$ cat config.mk
export PLATFORM = sky130hd
export DESIGN_NAME = panel_nav_ctrl
export DESIGN_NICKNAME = d
export VERILOG_FILES = /design/src/rtl/panel_nav_ctrl.sv
export SDC_FILE = /design/constraint.sdc
export NUM_CORES = 1
export LEC_CHECK = 0
export CAP_MARGIN = 20
export CORE_ASPECT_RATIO = 0.5
export CORE_UTILIZATION = 51
export DETAILED_ROUTE_END_ITERATION = 16
export PLACE_DENSITY_LB_ADDON = 0.12
export SLEW_MARGIN = 10
export SYNTH_ARGS = -nofsm -noshare
export SYNTH_HDL_FRONTEND = slang
export SYNTH_SLANG_ARGS = --single-unit
$ cat constraint.sdc
create_clock -name vga_clk -period 2.9 [get_ports vga_clk]
set_input_delay 0.87 -clock vga_clk [delete_from_list [all_inputs] [get_ports vga_clk]]
set_output_delay 0.87 -clock vga_clk [all_outputs]
set_load 0.01 [all_outputs]
$ cat src/rtl/panel_nav_ctrl.sv
// rtl/panel_nav_ctrl.sv - cursor navigation over a 4x2 panel grid with selection handshake (optional NAV_AUTOREPEAT_EN)
module panel_nav_ctrl #(
  parameter int REPEAT_DELAY  = 12500000,
  parameter int REPEAT_PERIOD = 5000000
) (
  input  logic       vga_clk,
  input  logic       rst,
  input  logic [3:0] key_dir,
  input  logic       key_ok,
  input  logic [7:0] enable_panel,
  output logic [2:0] cursor,
  output logic       cursor_valid,
  output logic [7:0] highlight,
  output logic       sel_valid,
  output logic [2:0] sel_id,
  input  logic       sel_ready,
  output logic       busy
);

  // key_dir bit positions
  localparam int DIR_RIGHT = 0;
  localparam int DIR_DOWN  = 1;
  localparam int DIR_UP    = 2;
  localparam int DIR_LEFT  = 3;

  typedef enum logic [1:0] {IDLE, SEARCH, SEL_WAIT, RELOCATE} state_t;
  typedef enum logic [1:0] {MV_RIGHT, MV_LEFT, MV_UP, MV_DOWN} move_t;

  state_t     state, state_nxt;
  move_t      move_q, move_nxt;

  logic [3:0] dir_r, dir_d;
  logic       ok_r, ok_d;
  logic [4:0] key_blk;

  logic [2:0] cursor_nxt;
  logic [2:0] cand_q, cand_nxt;
  logic       cand_ok_q, cand_ok_nxt;
  logic       found_q, found_nxt;
  logic [1:0] step_q, step_nxt;
  logic       sel_valid_nxt;
  logic [2:0] sel_id_nxt;

  logic [3:0] dir_ev;
  logic       ok_ev;
  logic       rpt_fire;

  logic [1:0] cur_row;
  logic       cur_col;

  assign cur_row = cursor[2:1];
  assign cur_col = cursor[0];

  // Register the keys once, keep the previous registered level for edge detection,
  // and block any key that was already held when reset released until it is let go.
  always_ff @(posedge vga_clk or posedge rst) begin
    if (rst) begin
      dir_r   <= 4'b0;
      dir_d   <= 4'b0;
      ok_r    <= 1'b0;
      ok_d    <= 1'b0;
      key_blk <= 5'h1f;
    end else begin
      dir_r   <= key_dir;
      dir_d   <= dir_r;
      ok_r    <= key_ok;
      ok_d    <= ok_r;
      key_blk <= key_blk & {key_ok, key_dir};
    end
  end

  // A synthetic repeat event re-injects the currently held (single) direction.
  assign dir_ev = (dir_r & ~dir_d & ~key_blk[3:0]) | (rpt_fire ? dir_r : 4'b0);
  assign ok_ev  = ok_r & ~ok_d & ~key_blk[4];

`ifdef NAV_AUTOREPEAT_EN
  localparam int RPT_MAX = (REPEAT_DELAY > REPEAT_PERIOD) ? REPEAT_DELAY : REPEAT_PERIOD;
  localparam int RPT_W   = (RPT_MAX > 2) ? $clog2(RPT_MAX) : 1;
  localparam logic [RPT_W-1:0] DELAY_LAST  = RPT_W'(REPEAT_DELAY - 1);
  localparam logic [RPT_W-1:0] PERIOD_LAST = RPT_W'(REPEAT_PERIOD - 1);

  logic [RPT_W-1:0] rpt_cnt;
  logic             rpt_armed;
  logic             held_one;

  // Only a lone, steady, unblocked direction counts, and only while IDLE.
  assign held_one = (state == IDLE) && $onehot(dir_r) && (dir_r == dir_d) &&
                    ((dir_r & key_blk[3:0]) == 4'b0);
  assign rpt_fire = held_one && (rpt_cnt == (rpt_armed ? PERIOD_LAST : DELAY_LAST));

  // Repeat timer: first fire after the delay, later fires every period; the armed
  // flag survives the move itself so subsequent repeats use the period.
  always_ff @(posedge vga_clk or posedge rst) begin
    if (rst) begin
      rpt_cnt   <= '0;
      rpt_armed <= 1'b0;
    end else if ((dir_r == 4'b0) || (dir_r != dir_d)) begin
      rpt_cnt   <= '0;
      rpt_armed <= 1'b0;
    end else if (!held_one) begin
      rpt_cnt   <= '0;
    end else if (rpt_fire) begin
      rpt_cnt   <= '0;
      rpt_armed <= 1'b1;
    end else begin
      rpt_cnt   <= rpt_cnt + 1'b1;
    end
  end
`else
  // No repeat logic; low for any legal (non-negative) timing parameters.
  assign rpt_fire = (REPEAT_DELAY < 0) && (REPEAT_PERIOD < 0);
`endif

  // State and datapath registers for the navigation FSM.
  always_ff @(posedge vga_clk or posedge rst) begin
    if (rst) begin
      state     <= IDLE;
      move_q    <= MV_RIGHT;
      cursor    <= 3'd0;
      cand_q    <= 3'd0;
      cand_ok_q <= 1'b0;
      found_q   <= 1'b0;
      step_q    <= 2'd0;
      sel_valid <= 1'b0;
      sel_id    <= 3'd0;
    end else begin
      state     <= state_nxt;
      move_q    <= move_nxt;
      cursor    <= cursor_nxt;
      cand_q    <= cand_nxt;
      cand_ok_q <= cand_ok_nxt;
      found_q   <= found_nxt;
      step_q    <= step_nxt;
      sel_valid <= sel_valid_nxt;
      sel_id    <= sel_id_nxt;
    end
  end

  // Next-state logic: event dispatch in IDLE, candidate scan in SEARCH,
  // handshake in SEL_WAIT, lowest-enabled fallback in RELOCATE.
  always_comb begin
    state_nxt     = state;
    move_nxt      = move_q;
    cursor_nxt    = cursor;
    cand_nxt      = cand_q;
    cand_ok_nxt   = cand_ok_q;
    found_nxt     = found_q;
    step_nxt      = step_q;
    sel_valid_nxt = sel_valid;
    sel_id_nxt    = sel_id;

    case (state)
      IDLE: begin
        if (cursor_valid) begin
          if (!enable_panel[cursor]) begin
            state_nxt = RELOCATE;
          end else if (|dir_ev) begin
            state_nxt = SEARCH;
            step_nxt  = 2'd0;
            found_nxt = 1'b0;
            if (dir_ev[DIR_UP]) begin
              move_nxt    = MV_UP;
              cand_nxt    = {cur_row - 2'd1, cur_col};
              cand_ok_nxt = 1'b1;
            end else if (dir_ev[DIR_RIGHT]) begin
              move_nxt    = MV_RIGHT;
              cand_nxt    = {cur_row, 1'b1};
              cand_ok_nxt = ~cur_col;
            end else if (dir_ev[DIR_LEFT]) begin
              move_nxt    = MV_LEFT;
              cand_nxt    = {cur_row, 1'b0};
              cand_ok_nxt = cur_col;
            end else begin
              move_nxt    = MV_DOWN;
              cand_nxt    = {cur_row + 2'd1, cur_col};
              cand_ok_nxt = 1'b1;
            end
          end else if (ok_ev) begin
            state_nxt     = SEL_WAIT;
            sel_valid_nxt = 1'b1;
            sel_id_nxt    = cursor;
          end
        end
      end

      SEARCH: begin
        // The first enabled candidate wins; later candidates are still scanned
        // so a vertical search always spans three rows.
        if (cand_ok_q && !found_q && enable_panel[cand_q]) begin
          cursor_nxt = cand_q;
          found_nxt  = 1'b1;
        end
        if ((move_q == MV_RIGHT) || (move_q == MV_LEFT) || (step_q == 2'd2)) begin
          state_nxt = IDLE;
        end else begin
          step_nxt = step_q + 2'd1;
          if (move_q == MV_UP) cand_nxt = {cand_q[2:1] - 2'd1, cand_q[0]};
          else                 cand_nxt = {cand_q[2:1] + 2'd1, cand_q[0]};
        end
      end

      SEL_WAIT: begin
        if (sel_ready) begin
          sel_valid_nxt = 1'b0;
          state_nxt     = IDLE;
        end
      end

      RELOCATE: begin
        for (int i = 7; i >= 0; i--) begin
          if (enable_panel[i]) cursor_nxt = 3'(i);
        end
        state_nxt = IDLE;
      end

      default: state_nxt = IDLE;
    endcase
  end

  assign cursor_valid = |enable_panel;
  assign highlight    = cursor_valid ? (8'b1 << cursor) : 8'b0;
  assign busy         = (state != IDLE);

endmodule
======== Word level (Yosys, flattened, before mapping) ========
Index checks and enable logic that the tools add are counted.
operators by class
  multiplexer cells ....................... 53
  shifts and indexed selects .............. 1
  reduce and logical (&&, ||, !) cells .... 21
  $add $sub $neg .......................... 5
  magnitude comparators ................... 2
  eq/ne operators ......................... 17
  bitwise logic cells ..................... 12
operator list
  kind                   count
  $mux W3                17
  $mux W2                13
  $reduce_and A5 Y1      4
  $ne A2 B2 Y1 const B   9
  $mux W1                14
  $pmux W3 S2            2
  $ne A9 B9 Y1 const B   1
  $and A4 B4 Y4          2
  $eq A2 B2 Y1 const B   4
  $lt A3 B4 Y1 const B   2
  $mux W8                1
  $not A4 Y4             2
  $pmux W2 S4            1
  $reduce_and A4 Y1      2
  $reduce_bool A2 Y1     4
  $reduce_or A8 Y1       1
  $shl A1 B3 Y8 const A  1
  $add A2 B1 Y2 const B  3
  $bmux W1 S3            2
  $reduce_and A6 Y1      1
  $and A5 B5 Y5          1
  $not A1 Y1             5
  $eq A2 B1 Y1 const B   2
  $logic_not A2 Y1       2
  10 further kinds       15
word-level totals
  logic and storage cells ................. 126
  output and inout port bits .............. 17
  input port bits ......................... 16
  register bits ........................... 33

======== Logic depth before layout (Yosys ltp) ========
  depth after elaboration ................. 10
  depth in mapped cells ................... 6
  mapped depth without buffers ............ 6

======== Least setup slack after synthesis ========
No wires, ideal clock.
  kind .................................... input to output
  from .................................... input port enable_panel[2]
  to ...................................... output port highlight[6]
  slack ................................... 181 ps
  required time ........................... 2,030 ps
  path buffers ............................ 1
  arrival time ............................ 1,849 ps
  cell stages on the path ................. 6
  path through ............................ nor4_1 and2_1 buf_2 inv_1 nand2_1 nor2_1
on the way
  word-level cells in the longest chain between the ends .. 2
RTL lines
  what              RTL line  RTL
  from (decl)       10        input logic [7:0] enable_panel,
  $reduce_or A8 Y1  220       assign cursor_valid = |enable_panel;
  net cursor_valid  12        output logic cursor_valid,
  $mux W8           221       assign highlight = cursor_valid ? (8'b1 << cursor) : 8'b0;
  to (decl)         13        output logic [7:0] highlight,
The timed path passes the listed nets, and every way through them passes these cells.

======== Final worst setup path ========
  from .................................... input port enable_panel[6]
  to ...................................... output port highlight[4]
on the way
  word-level cells in the longest chain between the ends .. 2
RTL lines
  what              RTL line
  $reduce_or A8 Y1  220
  $mux W8           221
Every way passes these cells.

==> results.py <==
metrics = {
    "logic_synthesis": {
        "ys_ff_latch": 33,
        "seq_area_frac_synth_pct": 47.7,
        "yosysWarnings": 0,
        "synth_edf_count": 0,
        "async_flop_share_pct": 100,
        "yosysUniqueCellTypes": 45,
        "synth_flop_cell": "dfrtp_1",
        "syn_inst": 160,
        "synth_nets": 177,
        "avgSynthCellArea_sq_um": 10.9,
        "synthesis.area_sq_mm": 0.00175,
    },
    "clocking": {
        "numCtsBuffers": 5,
        "clkSinkCount": 33,
        "ctsHoldBuffers": 0,
        "clkLatencyLatePin_ns": 0.28,
        "cts_tree": "built",
        "root_buffer": "clkbuf_8",
        "cts_max_path_buffers": 2,
        "cts_max_level": 2,
        "clkSlewWorstSetupHoldPaths_ns": 0.06,
    },
    "power": {
        "leakage_nw": 0.995,
        "total_power_mw": 2.05,
        "p_seq_share_pct": 37.9,
        "pwr-share-comb_pct": 46.4,
        "p_int_mw": 1.27,
        "clkPwrFrac_pct": 15.7,
        "sw_frac_of_total_pct": 38.3,
        "vdd_drop_max_v": 0.000415,
        "powerDensity_mw_per_mm2": 909,
        "p_switching_mw": 0.786,
    },
    "route": {
        "wl_um": 3500,
        "detail_route.wl_per_cell_um": 14.1,
        "vias": 1373,
        "initialDrtViolationCount": 88,
        "vias_per_cell": 5.51,
        "ant_nets": 0,
        "drt-pass1-iter-count": 10,
        "drc": 0,
    },
    "timing": {
        "finalCritPeriodShare_pct": 96.5,
        "fin_crit_ns": 2.80,
        "fin_skew_ns": 0.00447,
        "maxSlewViolCount": 0,
        "max_freq_mhz": 357,
        "max_slew.worst_pin.slew_ns": 0.526,
        "rsz0062_at_grt": "false",
        "slew_headroom_pct": 64.8,
        "hold_slack_ns": 0.367,
        "hold_viol_final": 0,
        "tns_ns": 0,
        "setup_viol": 0,
    },
    "floorplanning": {
        "floorplan.die.height_um": 43.4,
        "initial_core_util_pct": 55.7,
        "dieArea_sq_mm": 0.00367,
        "pin_count": 33,
        "rows": 14,
        "core_area_sq_mm": 0.00314,
        "die_w_um": 84.7,
    },
    "global_routing": {
        "grt_first_pass_wirelength_um": 6040,
        "grt_usage_pct": 22.1,
        "grt_pass1_vias": 1293,
        "antenna_found_initial": 0,
        "grt_max_degree": 34,
        "overflow": 0,
    },
    "placed_design": {
        "dp_hpwl_um": 2500,
        "port_buffers": 32,
        "post_dp_cell_area_sq_mm": 0.00219,
        "routabilityCongestion": 0.731,
    },
    "critical_path": {
        "worst-r2r-cell-count": 5,
        "path_cells": "dlygate4sd2_1 -> nor4_2 -> and2_4 -> inv_1 -> nand2_2 -> nor3_1 -> buf_2",
        "crit_required_ns": 2.03,
        "critPathLaunch": "enable_panel[6]",
        "regToRegSetupSlack_ns": 0.69,
        "worstPathMaxFanout": 4,
        "r2r_end": "sel_id[1]",
        "start_kind": "primary input",
        "critical_path_arrival_ns": 1.93,
        "crit_path_end_kind": "primary output",
        "rr_startpoint": "cursor[1]",
        "crit_path_max_incr_delay_ns": 0.26,
        "path_class": "primary input to primary output",
        "crit_path_top_delay_cell": "nor4_2",
    },
    "layout": {
        "syn_to_final_growth_pct": 29.4,
        "fin_nets": 225,
        "num_antenna_cells": 0,
        "final_layout_size_suffix_gt1_share_pct": 31.1,
        "final_cell_area_sq_mm": 0.00226,
        "nFillCells": 229,
    },
    "hold_path": {
        "min_to": "dir_d[3]",
        "holdPathStages": 0,
        "holdCritPathClass": "flip-flop to flip-flop",
        "hp-start": "dir_r[3]",
    },
    "run_status": {
        "status": "finished, final reports clean",
    },
    "flow_run": {
        "drv_cap": 0,
    },
}
-- final cells by class --
| class | count | area (sq um) | area share (%) |
|---|---|---|---|
| multi-input cells | 113 | 880 | 38.9 |
| flip-flops and latches | 33 | 832 | 36.8 |
| repair buffers | 49 | 392 | 17.3 |
| clock buffers | 6 | 72.6 | 3.21 |
| well taps | 40 | 50.0 | 2.22 |
| inverters | 6 | 22.5 | 0.997 |
| clock inverters | 2 | 10.0 | 0.443 |
-- power groups by stage --
stage / registers [mW] / logic, mW / clock network [mW]
finish: 0.778 / 0.954 / 0.322
global route: 0.797 / 1.04 / 0.353
CTS: 0.773 / 0.957 / 0.334
detailed placement: 0.779 / 0.990 / 0
global placement: 0.773 / 0.967 / 0
floorplan: 0.689 / 0.729 / 0
-- logic make-up (layout without fill, tap and decap cells) --
logic type / after synthesis / after routing / share of synthesized area (%)
flip-flops: 33 / 33 / 47.7
buffers and inverters: 14 / 63 / 3.44
AND/OR/NAND/NOR: 68 / 68 / 23.7
AO/OA/AOI/OAI: 26 / 26 / 11.7
XOR/XNOR: 3 / 3 / 1.51
adder cells (fa/ha/maj): 1 / 1 / 0.717
multiplexers: 15 / 15 / 11.3
-- sequential cells by signal (all words and copies together), names as in the netlist, 2 cells and up --
register,flops
key_blk,5
sel_id,3
dir_d,4
state,2
cand_q,3
cursor,3
move_q,2
dir_r,4
step_q,2
-- cells in the mapped netlist (all sizes together), types with 3 or more instances --
master / number / area, sq um
nand2: 13 / 48.8
nor2: 12 / 45.0
o31ai: 4 / 30.0
inv: 6 / 22.5
a21oi: 5 / 28.8
nor4: 6 / 67.6
nor2b: 6 / 37.5
mux2i: 6 / 72.6
dfrtp: 28 / 701
clkbuf: 4 / 15.0
nand2b: 3 / 18.8
and2: 6 / 37.5
nor3: 7 / 40.0
buf: 4 / 22.5
mux2: 7 / 78.8
a31oi: 3 / 18.8
o21ai: 3 / 15.0
nor3b: 4 / 45.1
dfstp: 5 / 131
-- worst max path at each step --
| stage | depth (start not counted) | to | slack (ns) |
|---|---|---|---|
| floorplan | 6 | highlight[6] | 0.18 |
| global placement | 7 | highlight[4] | -0.54 |
| detailed placement | 7 | highlight[4] | -0.59 |
| CTS | 7 | highlight[4] | 0.04 |
| global route | 7 | highlight[4] | 0.01 |
| finish | 7 | highlight[4] | 0.10 |
-- per-layer routing --
metal  share of wire, %  track usage [%]
met1                 52             31.5
met2                 42             32.8
met3                5.3             5.90
met4                1.5             9.15
met5                  0                0
-- critical path: cells and delay by family --
kind	cells	cell delay, ns
simple gates	4	0.59
buf+inv	3	0.46
-- layout by cell type (no fill, tap or decap), drive strengths merged, types with 2 or more instances in the layout --
master / n
and2: 6
dfstp: 5
nor2b: 6
nand3b: 2
and3: 2
dlygate4sd2: 5
inv: 6
a31oi: 3
o21ai: 3
nor3b: 4
clkinv: 2
nand3: 2
nand2: 13
buf: 26
nand2b: 3
nor4: 6
clkbuf: 7
nor3: 7
o22a: 2
nor4b: 2
mux2i: 6
nor2: 12
or2: 2
mux4: 2
mux2: 7
clkdlybuf4s15: 2
clkdlybuf4s50: 15
a21oi: 5
xnor2: 2
o31ai: 4
dfrtp: 28
-- per-stage QoR --
step | worst slack, ns | utilization [%] | instances
final | 0.100 | 72.0 | 249
after global routing | 0.0135 | 72.0 | 249
after CTS | 0.0352 | 71.8 | 249
after detailed placement | -0.593 | 69.9 | 239
after global placement | -0.535 | 69.9 | 239
after floorplan | 0.181 | - | 160
-- repair_timing --
action                     in CTS  in global routing
gates resized for setup        48                  5
buffers inserted                2                  0
setup endpoints to repair       9                  9
pin swaps                       3                  3
Note: power is estimated with default switching activity, not from simulation.
